<file path="src/rtl/ofsram_burst_ctrl.sv">
// ofsram_burst_ctrl: sequences single-word and burst read/write commands into
// off-chip SRAM strobes (OFRead/OFWrite), address (OFAdd) and write data.
// Optional feature macro: OFSRAM_BOUNDS_CHECK_EN -- when defined, a command
// whose last address would pass 0x1FFFF is accepted but completes with no
// strobes and raises cmd_err together with done.
//
// Handshakes (cmd, wr, rd): a transfer happens on a rising clk2 edge where
// valid && ready are both high. Ready/valid outputs depend only on state;
// valid inputs sampled outside their owning state are ignored.
module ofsram_burst_ctrl #(
  parameter int ACCESS_CYCLES = 2,
  parameter int LEN_W         = 8
) (
  input  logic             clk2,
  input  logic             NReset,
  input  logic             cmd_valid,
  output logic             cmd_ready,
  input  logic             cmd_write,
  input  logic [16:0]      cmd_addr,
  input  logic [LEN_W-1:0] cmd_len,
  input  logic [15:0]      wr_data,
  input  logic             wr_valid,
  output logic             wr_ready,
  output logic [15:0]      rd_data,
  output logic             rd_valid,
  input  logic             rd_ready,
  output logic             busy,
  output logic             done,
  output logic             cmd_err,
  output logic [16:0]      OFAdd,
  output logic             OFRead,
  output logic             OFWrite,
  output logic [15:0]      OFDataout,
  input  logic [15:0]      OFDatain,
  output logic [2:0]       dbg_state
);

  typedef enum logic [2:0] {
    S_IDLE       = 3'd0,
    S_WAIT_WDATA = 3'd1,
    S_STROBE     = 3'd2,
    S_RD_HOLD    = 3'd3,
    S_DONE       = 3'd4
  } state_t;

  localparam logic [3:0] STROBE_LAST = 4'(ACCESS_CYCLES - 1);

  state_t           state_q, state_d;
  logic             wr_dir_q, wr_dir_d;
  logic [16:0]      add_q, add_d;
  logic [LEN_W-1:0] cnt_q, cnt_d;
  logic [3:0]       scnt_q, scnt_d;
  logic [15:0]      dout_q, dout_d;
  logic [15:0]      rdata_q, rdata_d;
  logic             ofread_q, ofread_d;
  logic             ofwrite_q, ofwrite_d;

`ifdef OFSRAM_BOUNDS_CHECK_EN
  logic        err_q, err_d;
  logic [17:0] end_addr;
  logic        out_of_range;

  // Last word address of the incoming command, one bit wider to see overflow
  assign end_addr     = {1'b0, cmd_addr} + 18'(cmd_len);
  assign out_of_range = end_addr > 18'h1FFFF;
`endif

  // Next-state and datapath updates; strobes follow the next state so they
  // are registered and aligned exactly with the STROBE state.
  always_comb begin
    state_d   = state_q;
    wr_dir_d  = wr_dir_q;
    add_d     = add_q;
    cnt_d     = cnt_q;
    scnt_d    = scnt_q;
    dout_d    = dout_q;
    rdata_d   = rdata_q;
    ofread_d  = 1'b0;
    ofwrite_d = 1'b0;
`ifdef OFSRAM_BOUNDS_CHECK_EN
    err_d     = err_q;
`endif
    case (state_q)
      S_IDLE: begin
        if (cmd_valid) begin
          wr_dir_d = cmd_write;
          add_d    = cmd_addr;
          cnt_d    = cmd_len;
          scnt_d   = 4'd0;
          state_d  = cmd_write ? S_WAIT_WDATA : S_STROBE;
`ifdef OFSRAM_BOUNDS_CHECK_EN
          err_d = out_of_range;
          if (out_of_range) state_d = S_DONE;
`endif
        end
      end
      S_WAIT_WDATA: begin
        if (wr_valid) begin
          dout_d  = wr_data;
          state_d = S_STROBE;
        end
      end
      S_STROBE: begin
        if (scnt_q == STROBE_LAST) begin
          scnt_d = 4'd0;
          add_d  = add_q + 17'd1;
          if (!wr_dir_q) begin
            rdata_d = OFDatain;
            state_d = S_RD_HOLD;
          end else if (cnt_q == '0) begin
            state_d = S_DONE;
          end else begin
            cnt_d   = cnt_q - 1'b1;
            state_d = S_WAIT_WDATA;
          end
        end else begin
          scnt_d = scnt_q + 4'd1;
        end
      end
      S_RD_HOLD: begin
        if (rd_ready) begin
          if (cnt_q == '0) begin
            state_d = S_DONE;
          end else begin
            cnt_d   = cnt_q - 1'b1;
            state_d = S_STROBE;
          end
        end
      end
      S_DONE: begin
        // Return the SRAM-side and read outputs to zero for IDLE
        add_d   = 17'd0;
        dout_d  = 16'd0;
        rdata_d = 16'd0;
        state_d = S_IDLE;
`ifdef OFSRAM_BOUNDS_CHECK_EN
        err_d   = 1'b0;
`endif
      end
      default: state_d = S_IDLE;
    endcase
    ofread_d  = (state_d == S_STROBE) && !wr_dir_d;
    ofwrite_d = (state_d == S_STROBE) && wr_dir_d;
  end

  // State and datapath registers; reset drops strobes and discards any burst
  always_ff @(posedge clk2 or negedge NReset) begin
    if (!NReset) begin
      state_q   <= S_IDLE;
      wr_dir_q  <= 1'b0;
      add_q     <= 17'd0;
      cnt_q     <= '0;
      scnt_q    <= 4'd0;
      dout_q    <= 16'd0;
      rdata_q   <= 16'd0;
      ofread_q  <= 1'b0;
      ofwrite_q <= 1'b0;
`ifdef OFSRAM_BOUNDS_CHECK_EN
      err_q     <= 1'b0;
`endif
    end else begin
      state_q   <= state_d;
      wr_dir_q  <= wr_dir_d;
      add_q     <= add_d;
      cnt_q     <= cnt_d;
      scnt_q    <= scnt_d;
      dout_q    <= dout_d;
      rdata_q   <= rdata_d;
      ofread_q  <= ofread_d;
      ofwrite_q <= ofwrite_d;
`ifdef OFSRAM_BOUNDS_CHECK_EN
      err_q     <= err_d;
`endif
    end
  end

  assign cmd_ready = (state_q == S_IDLE);
  assign wr_ready  = (state_q == S_WAIT_WDATA);
  assign rd_valid  = (state_q == S_RD_HOLD);
  assign busy      = (state_q != S_IDLE);
  assign done      = (state_q == S_DONE);
  assign rd_data   = rdata_q;
  assign OFAdd     = add_q;
  assign OFRead    = ofread_q;
  assign OFWrite   = ofwrite_q;
  assign OFDataout = dout_q;
  assign dbg_state = state_q;
`ifdef OFSRAM_BOUNDS_CHECK_EN
  assign cmd_err   = done && err_q;
`else
  assign cmd_err   = 1'b0;
`endif

endmodule

</file>
<file path="config.mk">
export PLATFORM = sky130hd
export DESIGN_NAME = ofsram_burst_ctrl
export DESIGN_NICKNAME = d
export VERILOG_FILES = /design/src/rtl/ofsram_burst_ctrl.sv
export SDC_FILE = /design/constraint.sdc
export NUM_CORES = 1
export LEC_CHECK = 0
export ABC_AREA = 1
export CAP_MARGIN = 20
export CORE_MARGIN = 2
export CORE_UTILIZATION = 55
export DETAILED_ROUTE_END_ITERATION = 12
export DONT_BUFFER_PORTS = 1
export PLACE_DENSITY = 0.67
export SYNTH_ARGS = -nofsm -noshare
export SYNTH_HDL_FRONTEND = slang
export SYNTH_SLANG_ARGS = --single-unit
</file>
<file path="constraint.sdc">
create_clock -name clk2 -period 4 [get_ports clk2]
set_clock_uncertainty 0.2 [all_clocks]
set_input_delay 0.6 -clock clk2 [delete_from_list [all_inputs] [get_ports clk2]]
set_output_delay 0.6 -clock clk2 [all_outputs]
set_load 0.005 [all_outputs]
</file>
==> results of run 1 <==
-- critical path: stages, from the launching register on --
cell	delay, ns
dfrtp_1	0.50
inv_2	0.17
nand2_4	0.12
nor2_4	0.48
nand2_2	0.16
nand2_2	0.45
nand2_1	0.09
o21ai_1	0.10
-- final cells by class --
type | count | area (sq um) | area share
clock inverter | 7 | 75.1 | 0.0189
timing repair buffer | 2 | 37.5 | 0.00944
multi-input combinational | 379 | 1760 | 0.441
tap | 80 | 100 | 0.0252
clock buffer | 9 | 124 | 0.0312
inverter | 55 | 208 | 0.0522
sequential | 67 | 1680 | 0.422
-- cell families after synthesis --
logic type	after synthesis
xor+xnor	2
fa+ha+maj	5
simple gates	306
compound gates	65
flops	67
buf+inv	73
other cells	1
-- path summary, 6_finish.rpt --
| path | cells past startpoint | start | end | slack (ns) |
|---|---|---|---|---|
| max in group asynchronous | 2 | NReset | OFRead | 2.72 |
| min in group asynchronous | 2 | NReset | OFAdd[4] | 0.62 |
| worst max register to register | 7 | dbg_state[2] | rd_data[14] | 1.66 |
| worst max-delay path | 7 | dbg_state[2] | rd_data[14] | 1.66 |
| worst min-delay path | 2 | wr_data[1] | OFDataout[1] | 0.18 |
| worst min register to register | 2 | rd_data[8] | rd_data[8] | 0.32 |
-- sequential cells by signal (all words and copies together) (netlist names) --
| signal | flops |
|---|---|
| OFAdd | 17 |
| OFDataout | 16 |
| rd_data | 16 |
| cnt_q | 8 |
| scnt_q | 4 |
| dbg_state | 3 |
| OFRead | 1 |
| OFWrite | 1 |
| wr_dir_q | 1 |
-- power groups by stage --
stage	Clock (mW)	Combinational, mW	Sequential, mW
3_5_place_dp	0	1.46	1.37
5_1_grt	0.613	1.73	1.40
2_1_floorplan	0	1.27	1.27
4_1_cts	0.587	1.49	1.36
3_3_place_gp	0	1.42	1.36
6_report	0.578	1.48	1.35
-- layer usage --
metal  global-route usage  share of wire  wire [microns]  vias up
met5                    0              0               0        -
met4               0.0767          0.014             119        0
met3               0.0648          0.072             630       10
met2                0.378           0.46            4000       91
met1                0.317           0.46            4010     1463
li1                     -              -               -     1637
-- cells in the final DEF (no fill, tap or decap) --
cell and n:
a21oi_1 13, buf_16 1, bufinv_16 1, clkbuf_8 9
clkinv_2 3, clkinv_4 2, conb_1 1, dfrtp_1 67
dlygate4sd3_1 1, ha_1 5, inv_1 48, inv_2 6
inv_6 2, nand2_1 154, nand2_2 5, nand2_4 1
nand3_1 63, nand3_2 1, nand4_1 3, nor2_1 70
nor2_2 1, nor2_4 5, nor2_8 1, nor3_1 1
nor4_1 1, o21ai_0 17, o21ai_1 26, o21ai_2 2
o21bai_1 4, o22ai_1 1, o31ai_1 1, o32ai_1 1
xnor2_1 1, xor2_1 1
==> flow_summary.ini, run 1 <==
[timing]
slew_violations = 0
min_period_over_period = 0.586
hold_viol_final = 0
rsz0062_at_grt = no
setup_viol = 0
tightestPinTransition_ns = 0.574
maxSlewHeadroom = 0.616
timing.hold.ws_ns = 0.182
fmax_mhz = 426
tns_ns = 0
fin_crit_ns = 2.34
worst_slack_ns = 1.66

[power]
switching_power_mw = 1.62
power.internal_mw = 1.79
p_comb_frac = 0.434
p_clk_frac = 0.169
p_per_area_mw_per_mm2 = 859
leakagePower_nw = 2.07
max-vdd-ir-drop_uv = 548
power.share.switching = 0.474
power_mw = 3.41
p_seq_frac = 0.397

[clock_tree]
insertion_delay_ns = 0.35
cts_tree = done
ctsHoldBuffers = 2
cts.repair.resized = 0
postCtsSetupBuffers = 0
clock-root-buffer = clkbuf_8
clk_pin_slew_worst_paths_ns = 0.09
htree_levels = 3
numCtsBuffers = 9
clkSinkCount = 67
cts_max_path_buffers = 2

[die]
num_rows = 30
start_util = 0.560
fp.dieW_microns = 86.4
die_y_microns = 86.4
io_pins = 123
dieArea_sq_mm = 0.00747
core_area_sq_mm = 0.00668

[finish]
area_growth_syn_to_layout_pct = 6.36
drive_gt1_frac = 0.0771
postLayoutCellArea_sq_mm = 0.00398
fillers = 641
fin_util = 0.595
final_nets = 582
insertedDiodeCount = 0
final_cells = 599

[synthesis]
synth_top_area_frac = 0.448
synthTopCellsByCount = nand2_1 (154), nor2_1 (70), dfrtp_1 (67)
yosys.area_share.adder = 0.0167
ys_seq_elements = 67
synth_top_family_by_area = simple AND/OR/NAND/NOR gates
yosys-mux-area-fraction = 0
synth_compound_area_frac = 0.0937
synthCells = 519
synth_cell_types = 33
seq_area_frac_synth = 0.448
synth_warnings = 0
yosysMostFrequentCell = nand2_1
syn_area_sq_mm = 0.00374
async_flop_share = 1.00
synth.largest_area_cell = dfrtp_1
synth_fp_nets = 587
synthSimpleGateAreaFrac = 0.353
ys.flop_type = dfrtp_1
synth_edf_count = 0
yosys-top-cells-area = dfrtp_1 (45%), nand2_1 (15%), nand3_1 (8.4%)
yosys.area_share.xor_xnor = 0.00469
postSynthAreaPerCell_sq_um = 7.20

[routing]
route.detailed.drc = 0
wl_per_cell_microns = 14.6
ant_nets = 0
wl_microns = 8760
drt_iter0_markers = 158
firstDrtPassIters = 4
viasPerCell = 5.34
num_vias = 3201

[worst_setup_path]
cp.required_ns = 4.07
start_kind = register
crit_type = reg2reg
cp.arrival_ns = 2.42
crit_path_end_kind = register
cp_max_fo = 32

[global_routing]
grt_max_degree = 68
grt.total_usage = 0.238
grt_pass1_vias = 2932
gr-total-overflow = 0
grt_pass1_wl_microns = 14100
antenna_found_initial = 0

[placement]
portBuffers = 0
dp.cells = 581
gp_congestion = 0.836
dpl.hpwl_microns = 5950
dp_slack_ns = 1.67
placed_area_sq_mm = 0.00374

[job]
drv_cap = 0

[status]
outcome = finished clean

[worst_hold_path]
worstHoldPathType = in2reg
No activity file was read; power rests on OpenSTA's default activity.
==> run 2, diff against run 1 <==
- PLACE_DENSITY: 0.67 -> 0.7
- clock period: 4 -> 2.09 ns (I/O delays scaled with it)
==> run 2 against run 1 <==
  * Global-route usage up 2.2 points
  * Worst setup slack worse by 1.6 ns
  * Clock-buffer cell count rose by 1
  * Largest power group unchanged
  * Combinational power up 110%
  * Critical endpoint is now OFDataout[2]
  * Cell count rose by 10%
  * Design area rose by 15%
  * Sequential share of layout area is 5.4 points lower
  * Sequential cell count unchanged
  * Total power is 97% higher
==> flow_summary.ini, run 2 (synthesized netlist as in run 1, its figures left out) <==
[finish]
mostFrequentLayoutCell = nand2_1
multi_input_area_sq_mm = 0.00176
largest_register_ffs = 17
insertedDiodeCount = 0
seq_area_sq_mm = 0.00168
fillers = 561
mostFrequentLayoutCells = nand2_1 (154), nor2_1 (70), dfrtp_1 (64)
drive_gt1_frac = 0.0846
postLayoutCellArea_sq_mm = 0.00457
final_cells = 659
final_nets = 642
area_growth_syn_to_layout_pct = 22.2

[global_routing]
antenna_found_initial = 0
grt_max_degree = 68
gr-total-overflow = 0
grt_pass1_vias = 3400
grt_pass1_wl_microns = 15500
grt.total_usage = 0.260

[job]
drv_cap = 0

[die]
num_rows = 30
core_area_sq_mm = 0.00668
dieArea_sq_mm = 0.00747
die_y_microns = 86.4
io_pins = 123
start_util = 0.560
fp.dieW_microns = 86.4

[status]
outcome = finished clean

[routing]
ant_nets = 0
num_vias = 3540
viasPerCell = 5.37
firstDrtPassIters = 4
wl_microns = 9430
route.detailed.drc = 0
drt_iter0_markers = 227
wl_per_cell_microns = 14.3

[timing]
fmax_mhz = 502
setup_viol = 0
tns_ns = 0
hold_viol_final = 0
fin_crit_ns = 1.99
slew_violations = 0
timing.hold.ws_ns = 0.00873
min_period_over_period = 0.952
rsz0062_at_grt = no

[power]
max-vdd-ir-drop_uv = 841
power_mw = 6.72
leakagePower_nw = 2.28
p_per_area_mw_per_mm2 = 1470

[clock_tree]
cts_max_path_buffers = 2
postCtsSetupBuffers = 0
numCtsBuffers = 9
clock-root-buffer = clkbuf_8
cts_tree = done
clkSinkCount = 67
clk_pin_slew_worst_paths_ns = 0.08
insertion_delay_ns = 0.34
htree_levels = 3

[placement]
gp_congestion = 0.862
portBuffers = 0
dp.cells = 588
placed_area_sq_mm = 0.00379
dpl.hpwl_microns = 5920

[worst_setup_path]
crit_type = reg2reg
cp_max_fo = 17
cp.arrival_ns = 2.07
crit_path_end_kind = register
cp.required_ns = 2.17
start_kind = register

[worst_hold_path]
worstHoldPathType = in2reg
==> run 2: final timing paths <==
check,depth (start not counted),end,startpoint,slack (ns)
setup / recovery,7,OFDataout[2],dbg_state[1],0.1
hold / removal,4,cnt_q[3],cmd_len[3],0.009
setup reg to reg,7,OFDataout[2],dbg_state[1],0.1
hold reg to reg,2,cnt_q[5],cnt_q[5],0.31
max in group asynchronous,2,dbg_state[1],NReset,1.06
min in group asynchronous,2,OFAdd[15],NReset,0.33
==> run 2: stage by stage <==
step / utilization / worst slack, ns
2_1_floorplan: - / 0.396
3_3_place_gp: 0.568 / 0.151
3_5_place_dp: 0.568 / 0.113
4_1_cts: 0.682 / 0.0860
5_1_grt: 0.684 / 0.0168
6_report: 0.684 / 0.0998
==> run 2: per-layer routing <==
| metal | routed length [microns] | part of all wire | global-route usage |
|---|---|---|---|
| met1 | 3970 | 0.42 | 0.337 |
| met2 | 4700 | 0.50 | 0.423 |
| met3 | 629 | 0.067 | 0.0619 |
| met4 | 137 | 0.015 | 0.0994 |
| met5 | 0 | 0 | 0 |
==> run 2: power breakdown <==
part           total [mW]  internal [mW]  leakage [nW]  switching, mW
Clock                1.07          0.553         0.100          0.518
Combinational        3.05           1.11          1.36           1.94
Sequential           2.60           1.93         0.822          0.661
==> run 2: critical path, stage by stage (launching register included) <==
cell           delay (ns)
dfrtp_2              0.45
inv_2                0.12
nand2_1              0.11
nor2_4               0.11
buf_6                0.18
nand3_1              0.10
dlygate4sd3_1        0.58
nand2_1              0.08
==> run 2: layout make-up <==
type | instances | area share
clock buffer | 10 | 0.0279
multi-input combinational | 379 | 0.385
clock inverter | 6 | 0.0145
tap | 80 | 0.0219
inverter | 55 | 0.0455
timing repair buffer | 62 | 0.137
sequential | 67 | 0.368
==> run 2: repair_timing <==
item	CTS	global route
endpoints found under the setup margin	0	38
hold endpoints to repair	104	0
hold buffers	55	0
resized for setup	0	5
==> run 3, diff against run 2 <==
- PLACE_DENSITY: 0.7 -> unset
- PLACE_DENSITY_LB_ADDON: unset -> 0.3
==> run 3 against run 2 <==
  * Global-route usage fell by 0.60 points
  * Highest routed layer unchanged
  * Sequential power barely moved
  * Total power rose by 3.7%
  * Clock power rose by 12%
  * First-iteration DRC count fell by 21%
  * Critical path depth did not move
  * Register-to-register slack got worse by 0.07 ns
==> flow_summary.ini, run 3 (synthesized netlist as in run 1, its figures left out) <==
[worst_setup_path]
crit_type = reg2reg
rr_endpoint = OFDataout[3]
reg2reg_depth = 7
reg2reg_slack_ns = 0.03
crit_start = dbg_state[1]
cp.arrival_ns = 2.15
slowest_delay_ns = 0.57
reg2reg_from = dbg_state[1]
start_kind = register
crit_path_end = OFDataout[3]
critical-path-top-delay-family = buffers and inverters
crit_path_end_kind = register
path_buf_inv = 3
cp_max_fo = 6
worstSetupPathDepth = 7
critPathSlowestCell = dlygate4sd3_1
cp.required_ns = 2.18
crit_chain = inv_2 -> nand2_2 -> nor2_4 -> buf_4 -> nand3_1 -> dlygate4sd3_1 -> nand2_1

[finish]
mostFrequentLayoutCells = nand2_1 (153), nor2_1 (70), dfrtp_1 (64)
mostFrequentLayoutCell = nand2_1
drive_gt1_frac = 0.0923
final_nets = 648
multi_input_area_sq_mm = 0.00176
largest_register_ffs = 17
fillers = 562
area_growth_syn_to_layout_pct = 24.3
final_cells = 665
insertedDiodeCount = 0
seq_area_sq_mm = 0.00168
fin_util = 0.696

[power]
power.share.switching = 0.459
p_clk_frac = 0.173
p_seq_frac = 0.376
p_per_area_mw_per_mm2 = 1500
p_comb_frac = 0.452
switching_power_mw = 3.20
leakagePower_nw = 2.33
power_mw = 6.97
max-vdd-ir-drop_uv = 923
power.internal_mw = 3.77

[global_routing]
gr-total-overflow = 0
grt_max_degree = 68
grt_pass1_wl_microns = 15200
grt.total_usage = 0.254
grt_pass1_vias = 3405
antenna_found_initial = 0

[clock_tree]
cts_max_path_buffers = 2
htree_levels = 3
clkSinkCount = 67
insertion_delay_ns = 0.35
cts_tree = done
clock-root-buffer = clkbuf_8
numCtsBuffers = 9
clk_pin_slew_worst_paths_ns = 0.09

[timing]
fmax_mhz = 486
setup_viol = 0
min_period_over_period = 0.985
hold_viol_final = 0
fin_crit_ns = 2.06
tns_ns = 0
slew_violations = 0

[routing]
route.detailed.drc = 0
wl_per_cell_microns = 15.0
num_vias = 3604
ant_nets = 0
viasPerCell = 5.42
wl_microns = 10000
firstDrtPassIters = 5
drt_iter0_markers = 179

[placement]
portBuffers = 0
dp.cells = 588
gp_congestion = 0.864
dpl.hpwl_microns = 5910

[die]
fp.dieW_microns = 86.4
num_rows = 30
start_util = 0.560
dieArea_sq_mm = 0.00747
io_pins = 123
core_area_sq_mm = 0.00668
die_y_microns = 86.4

[worst_hold_path]
worstHoldPathType = in2reg

[status]
outcome = finished clean

[job]
drv_cap = 0
run 3: tightest hold or removal path: stages:
cell	delay (ns)
nand2_1	0.03
nand2_1	0.06
nand2_1	0.05
o21ai_1	0.06
run 3: metrics by stage:
| step | cell area [sq um] | setup slack (ns) | hold slack, ns |
|---|---|---|---|
| 2_1_floorplan | 3740 | 0.396 | -0.182 |
| 3_3_place_gp | 3800 | 0.187 | -0.181 |
| 3_5_place_dp | 3800 | 0.137 | -0.180 |
| 4_1_cts | 4610 | 0.0191 | 0.0109 |
| 5_1_grt | 4650 | -0.0136 | 0.0437 |
| 6_report | 4650 | 0.0313 | 0.0249 |
run 3: routing by layer:
metal	wire length, microns	up-vias	part of all wire	GRT usage
met5	0	-	0	0
met4	269	0	0.027	0.0696
met3	686	18	0.069	0.0762
met2	4970	132	0.50	0.430
met1	4080	1688	0.41	0.316
li1	-	1766	-	-
run 3: power groups by stage:
| stage | clock network [mW] | logic, mW | registers, mW |
|---|---|---|---|
| after floorplan | 0 | 2.42 | 2.42 |
| after global placement | 0 | 2.79 | 2.58 |
| after detailed placement | 0 | 2.91 | 2.60 |
| after CTS | 1.22 | 3.05 | 2.59 |
| after global routing | 1.28 | 3.60 | 2.70 |
| final | 1.20 | 3.15 | 2.62 |
run 3: worst min-delay path by stage:
stage,from,endpoint,cells past startpoint
after floorplan,NReset,OFAdd[0],0
after global placement,NReset,OFAdd[14],0
after detailed placement,NReset,OFAdd[14],0
after CTS,cmd_len[6],cnt_q[6],4
after global routing,cmd_addr[15],OFAdd[15],4
final,cmd_len[6],cnt_q[6],4
run 3: final cells by class:
type / count / share of cell area
multi-input cells: 379 / 0.378
inverters: 55 / 0.0447
clock buffers: 10 / 0.0275
clock inverters: 6 / 0.0191
well taps: 80 / 0.0215
repair buffers: 68 / 0.147
flip-flops and latches: 67 / 0.362
run 3: what timing repair did:
action | 4_1_cts | 5_1_grt
gates resized for setup | 0 | 5
setup buffers | 0 | 3
setup endpoints to repair | 0 | 8
hold endpoints to repair | 111 | 0
hold buffers | 57 | 0
